## src/rtl/lfsr_step_gen.sv

```systemverilog
// lfsr_step_gen: 8-bit maximal-length LFSR stepped by a debounced pushbutton
// and/or a free-running auto-step prescaler, with a synchronous seed load.
`timescale 1ns/1ps

module lfsr_step_gen #(
  parameter int unsigned DEB_CYCLES = 16,
  parameter int unsigned AUTO_DIV   = 1000000
) (
  input  logic       clk,
  input  logic       rst_n,
  input  logic       btn,
  input  logic       auto_en,
  input  logic       load,
  input  logic [7:0] seed,
  output logic [7:0] q,
  output logic [3:0] hex_hi,
  output logic [3:0] hex_lo,
  output logic       step_pulse
);

  localparam int unsigned DEB_W = 16;
  localparam int unsigned PRE_W = 24;
  localparam logic [DEB_W-1:0] DEB_LAST = DEB_W'(DEB_CYCLES - 1);
  localparam logic [PRE_W-1:0] PRE_LAST = PRE_W'(AUTO_DIV - 1);

  logic             s1;
  logic             s2;
  logic             deb;
  logic             deb_d;
  logic [DEB_W-1:0] deb_cnt;
  logic [PRE_W-1:0] pre_cnt;
  logic             btn_rise;
  logic             tick;
  logic             step_req;
  logic [7:0]       lfsr_next;
  logic [7:0]       q_nxt;
  logic             pulse_nxt;

  // Two-flop synchronizer for the asynchronous button input
  always_ff @(posedge clk) begin
    if (!rst_n) begin
      s1 <= 1'b0;
      s2 <= 1'b0;
    end else begin
      s1 <= btn;
      s2 <= s1;
    end
  end

  // Debouncer: level follows s2 only after DEB_CYCLES consecutive mismatches
  always_ff @(posedge clk) begin
    if (!rst_n) begin
      deb     <= 1'b0;
      deb_d   <= 1'b0;
      deb_cnt <= '0;
    end else begin
      deb_d <= deb;
      if (s2 != deb) begin
        if (deb_cnt == DEB_LAST) begin
          deb     <= s2;
          deb_cnt <= '0;
        end else begin
          deb_cnt <= deb_cnt + DEB_W'(1);
        end
      end else begin
        deb_cnt <= '0;
      end
    end
  end

  // Auto-step prescaler: wraps 0..AUTO_DIV-1 while enabled, parked at 0 otherwise
  always_ff @(posedge clk) begin
    if (!rst_n) begin
      pre_cnt <= '0;
    end else if (!auto_en) begin
      pre_cnt <= '0;
    end else if (pre_cnt == PRE_LAST) begin
      pre_cnt <= '0;
    end else begin
      pre_cnt <= pre_cnt + PRE_W'(1);
    end
  end

  // Step request: both sources merge into one step when they coincide
  always_comb begin
    btn_rise = deb & ~deb_d;
    tick     = (pre_cnt == PRE_LAST);
    step_req = btn_rise | (auto_en & tick);
  end

  // Next LFSR value (x^8+x^4+x^3+x^2+1, right shift) with all-zero escape
  always_comb begin
    lfsr_next = 8'h01;
    if (q != 8'h00) begin
      lfsr_next = {q[4] ^ q[3] ^ q[2] ^ q[0], q[7:1]};
    end
  end

  // Load beats step beats hold; a step lost to a load is dropped
  always_comb begin
    q_nxt     = q;
    pulse_nxt = 1'b0;
    if (load) begin
      q_nxt = (seed == 8'h00) ? 8'h01 : seed;
    end else if (step_req) begin
      q_nxt     = lfsr_next;
      pulse_nxt = 1'b1;
    end
  end

  // LFSR state and step indicator registers
  always_ff @(posedge clk) begin
    if (!rst_n) begin
      q          <= 8'h01;
      step_pulse <= 1'b0;
    end else begin
      q          <= q_nxt;
      step_pulse <= pulse_nxt;
    end
  end

  assign hex_hi = q[7:4];
  assign hex_lo = q[3:0];

endmodule

```

## config.mk

```make
export PLATFORM = sky130hd
export DESIGN_NAME = lfsr_step_gen
export DESIGN_NICKNAME = d
export VERILOG_FILES = /design/src/rtl/lfsr_step_gen.sv
export SDC_FILE = /design/constraint.sdc
export NUM_CORES = 1
export LEC_CHECK = 0
export ABC_CLOCK_PERIOD_IN_PS = 1900
export CORE_AREA = 2 2 76 78
export DETAILED_ROUTE_END_ITERATION = 12
export DIE_AREA = 0 0 78 80
export GPL_ROUTABILITY_DRIVEN = 1
export PLACE_DENSITY = 0.71
export SLEW_MARGIN = 30
export SYNTH_ARGS = -nofsm -noshare
export SYNTH_HDL_FRONTEND = slang
export SYNTH_SLANG_ARGS = --single-unit
```

## constraint.sdc

```tcl
create_clock -name clk -period 1.9 [get_ports clk]
set_clock_uncertainty 0.15 [all_clocks]
set_input_delay 0.38 -clock clk [delete_from_list [all_inputs] [get_ports clk]]
set_output_delay 0.38 -clock clk [all_outputs]
set_load 0.05 [all_outputs]
```

[After elaboration in Yosys (flattened, before gate mapping)]
Index checks and enable logic that the tools add are counted.
Word-level totals
  input bits: 13
  memory bits (read-only): 0
  memories: 0
  bits in registers: 53
  bits in writable memories: 0
  word-level logic and storage cells: 35
  bits in latches: 0
  output and inout bits: 17
Operators by class
  $add $sub $neg: 2
  $mul: 0
  eq/ne operators: 3
  divide/modulo/power cells: 0
  reductions and logical operators: 7
  bitwise logic cells: 10
  shift operators: 0
  order comparisons: 0
  multiplexer cells: 5
Operators with widths (number)
  $mux 8: 4
  $add 24x1->24 const B: 1
  $eq 24x20->1 const B: 1
  $add 16x1->16 const B: 1
  $eq 16x4->1 const B: 1
  $logic_not 8->1: 1
  $reduce_bool 8->1: 1
  $reduce_or 3->1: 2
  $not 1->1: 4
  $xor 1x1->1: 3
  $and 1x1->1: 2
  $reduce_and 2->1: 1
  $reduce_bool 2->1: 1
  $reduce_or 2->1: 1
  $mux 1: 1
  $ne 1x1->1: 1
  $or 1x1->1: 1

[Depth between registers and ports, before layout]
  word-level depth: 6
  depth in mapped cells: 7
  gate-level depth less buffers: 6

[Least setup slack after synthesis]
Ideal clock, no wire load.
  path kind: reg-to-reg
  start point: register pre_cnt[0]
  end point: register pre_cnt[20]
  buffers on the path: 0
  data required time: 1.622 ns
  arrival: 1.609 ns
  setup slack: 0.013 ns
  period minus slack after synthesis: 1.887 ns
  library setup time: 0.128 ns
  cell stages (with the launch flop): 7
  cell sequence: dfxtp_1 ha_1 nand4_1 nor4_1 nor3b_1 xnor2_1 nor2_1
Between the ends
  longest elaborated chain between the ends: 2
  elaborated cells on any way between the ends: 3
  those cells by class: add/sub: 1; eq/ne: 1; reduce/logical: 1
RTL lines
  start, declared: line 31  | logic [PRE_W-1:0] pre_cnt;
  start signal, assigned: line 80  | pre_cnt <= pre_cnt + PRE_W'(1);
  branches (longest 2 deep; another with $add 24x1->24)
Several ways; the timed one is not identified.
A chain may end at the register's enable or synchronous reset.

[Worst setup path in the final report]
  start point: register pre_cnt[1]
  end point: register q[7]
Between the ends
  longest elaborated chain between the ends: 4
RTL lines
  $eq 24x20->1: line 87  | tick = (pre_cnt == PRE_LAST);
  $and 1x1->1: line 88  | step_req = btn_rise | (auto_en & tick);
  $or 1x1->1: line 88
  $reduce_bool 2->1 (no source line)
  end signal, assigned: line 117  | q <= q_nxt;
  end, declared: line 15  | output logic [7:0] q,
No other way between the ends.

==> results by group <==
Logic synthesis
  – Synth Area in Compound Gates: 5.87%
  – Synthesized instance count: approximately 280
  – Cell taking the most area after synthesis: dfxtp_1
  – Synthesized flop and latch total: between 50 and 60
  – Main combinational cell family by area after synthesis: simple AND/OR/NAND/NOR gates
  – Syn nets: between 200 and 300
  – Adder-cell share of the synthesized area: around 1.0%
  – Sequential area share after synthesis: ~44%
  – Count of different cell masters after synthesis: 32
  – Synth area leaders: dfxtp_1 44%, nor2_1 8.3%, xnor2_1 7.3%, xor2_1 6.2%, nand4_1 3.7%
  – Mean Syn Cell Area: between 8 and 9 µm²
  – Share of the synthesized area in the top cell type: approximately 44%
  – YS warnings: 0
  – Post-Syn Area: 2390 µm²
  – Xor and xnor fraction of the mapped netlist area: a little over an eighth
  – Post-synthesis simple-gate area fraction: ~30%
  – Multiplexer share of the synthesized area: 0.419%

Clocking
  – Worst skew pair latency: around 0.30 ns
  – H-tree lvl count: 2
  – CTS tree: done
  – Root buf cell: clkbuf_8
  – Sink Count: 53
  – Clk buf depth: 2
  – CTS buffer count: 5
  – # hold bufs at CTS: 0
  – Clk pin slew, worst setup/hold paths: approximately 0.10 ns

Drt
  – Initial DRC count: 37
  – Post-DR vias/cell: between 5 and 6
  – Via count: between 2000 and 2500
  – First-pass detailed-route iteration total: 4
  – Total routed wirelength: 4750 µm
  – # DRC: 0
  – Detail Route Antenna Nets: 0
  – WL per Instance: between 10 and 15 µm

Worst setup path
  – Worst EP required: approximately 2.0 ns
  – Crit path buffers/inverters: 0
  – CP Capture Type: flop
  – Kind of critical path: reg2reg
  – Startpoint types: flop
  – WP data arrival: 1.91 ns
  – Maximum cell stage delay along the critical path: just under 0.5 ns
  – R2r worst-path depth: 6
  – Flop-to-flop setup slack: 0.09 ns
  – Slowest cell on crit path: or4b_1
  – Reg-to-reg startpoint: pre_cnt[1]
  – Crit-path cells: ha_1 > nand4_1 > nor2_2 > a32oi_2 > or4b_1 > nand3_1
  – RR Endpoint: q[7]
  – CP top delay family: simple AND/OR/NAND/NOR gates
  – Worst-path fanout max: 5

Job
  – # Max-Cap Violations: 0

Floorplanning
  – # IOs: 30
  – Row count: 27
  – Starting Density: between 40% and 50%
  – Die area: around 6200 µm²
  – Chip width: slightly below 80 µm
  – Core Region: 5410 µm²
  – Chip Height: roughly 80 µm

Global route
  – GRT Total Usage: 15.9%
  – Global-route wire length before repair: roughly 8000 µm
  – Vias in the first global route: 1795
  – Initial antenna violation count: 0
  – Gr ovfl total: 0
  – Pin count of the biggest net entering global routing: 17

Finish
  – Multi-input gate area: roughly 1200 µm²
  – Area Overhead vs Synth: 23.8%
  – N_diodes: 0
  – Post-route cell area: between 2000 and 3000 µm²
  – Final nets: around 330
  – Fraction of layout cells with a size suffix above 1: 19.7%
  – Leading cell type in the layout, fill and taps excluded: nor2_1
  – Fillers: 496
  – Register area: 1070 µm²
  – Final core utilization: 54.7%
  – Commonest cells after routing, fill and taps aside: 52 x nor2_1, 48 x dfxtp_1, 39 x buf_4

Power and ir drop
  – Sequential fraction of design power: a little over half
  – Sw Pwr: about 0.00052 W
  – PwrDens: 731 nW/µm²
  – Worst IR drop on VDD: 423 µV
  – Power Total: between 0.002 and 0.0025 W
  – Clk pwr share: 36.6%
  – Combinational share of power: between 10% and 20%
  – Int Power: around 0.0016 W
  – Switching part of the total power: 24.1%
  – Leak Pwr: just over 1 nW

Timing
  – Fmax: between 500 and 600 MHz
  – Final min period: 1.81 ns
  – Number of max-slew violations in the final report: 0
  – Least-Margin Pin Slew: between 0.4 and 0.5 ns
  – Final hold violations: 0
  – Setup TNS: 0 ns
  – Final setup viols: 0
  – Slew Limit Headroom: a little under three quarters
  – Min setup slack post-route: 0.0890 ns
  – Fin crit share: 95.3%

Min path
  – Source of the worst hold timing path: s1
  – Worst min-delay path category: reg2reg
  – Hold Path Stages: 1
  – WHS Endpoint: s2

Placement
  – Pre-CTS setup slack: between 0.02 and 0.025 ns
  – Placed Instance Area: ~2800 µm²
  – Final HPWL DP: between 3000 and 4000 µm
  – IO buf count: 29
  – Placer congestion estimate: ~0.8

Outcome
  – Status: complete, no violations
[power groups by stage]
stage               Sequential (W)  Combinational [W]  Clock (W)
finish                     0.00115           0.000220   0.000791
global route               0.00115           0.000236   0.000859
CTS                        0.00115           0.000221   0.000813
detailed placement         0.00117           0.000220          0
global placement           0.00117           0.000219          0
floorplan                  0.00121           0.000111          0
[worst max path at each step]
stage	slack [ns]	to	from	cells past startpoint
floorplan	0.01	pre_cnt[20]	pre_cnt[0]	6
global placement	0.05	q[7]	pre_cnt[13]	5
detailed placement	0.02	q[7]	pre_cnt[13]	5
CTS	0.0003	pre_cnt[15]	pre_cnt[6]	4
global route	-0.03	pre_cnt[20]	pre_cnt[11]	7
finish	0.09	q[7]	pre_cnt[1]	6
[cells in the mapped netlist]
master	instances
a21oi_1	5
o2111ai_1	1
nand3_1	15
a211oi_1	6
nor4_1	8
nor2_1	53
nor2b_1	1
or3_1	4
nor3b_1	2
or2_2	1
and2_1	3
buf_2	2
clkbuf_1	7
o21ai_0	9
xor2_1	17
nand4_2	1
nand4_1	14
and4bb_2	1
and3_1	2
nor4b_1	1
mux2i_1	1
nor3_1	13
or4b_1	1
xnor2_1	20
dfxtp_1	53
a32oi_2	1
and4_1	5
buf_4	8
ha_1	2
nand2_1	12
inv_1	8
or4_1	1
[area by class of cell]
class | count | share of cell area (%)
Multi-Input combinational cell | 200 | 41.8
Timing Repair Buffer | 51 | 14.0
Clock inverter | 2 | 1.27
Clock buffer | 6 | 2.79
Inverter | 8 | 1.02
Sequential cell | 53 | 36.1
Tap cell | 72 | 3.05
[flip-flops by register name (all words and copies together) (netlist names)]
register and flops:
s1 1, step_pulse 1, deb_d 1, deb 1, deb_cnt 16, pre_cnt 24, s2 1, q 8
[through the flow]
step,instances,hold WS [ns]
finish,392,0.305
floorplan,278,0.262
global route,392,0.330
global placement,383,0.273
CTS,391,0.311
detailed placement,383,0.279
[cells by family (layout without fill, tap and decap cells)]
group,count (synthesis),after routing
compound gates,22,22
xor+xnor,37,37
fa+ha+maj,2,2
buf+inv,25,67
flops,53,53
mux,1,1
simple gates,138,138
[per-layer routing]
| metal | routed length (µm) | track usage, % | vias up |
|---|---|---|---|
| met5 | 0 | 0 | - |
| met4 | 32 | 4.74 | 0 |
| met3 | 166 | 3.85 | 2 |
| met2 | 2290 | 26.3 | 29 |
| met1 | 2260 | 20.7 | 936 |
| li1 | - | - | 1039 |
[repair_timing]
item	in CTS	in global routing
endpoints found under the setup margin	1	9
buffers inserted	0	1
pin swaps	1	5
gates cloned	0	0
resized for setup	2	10
(Power assumes the default switching activity.)
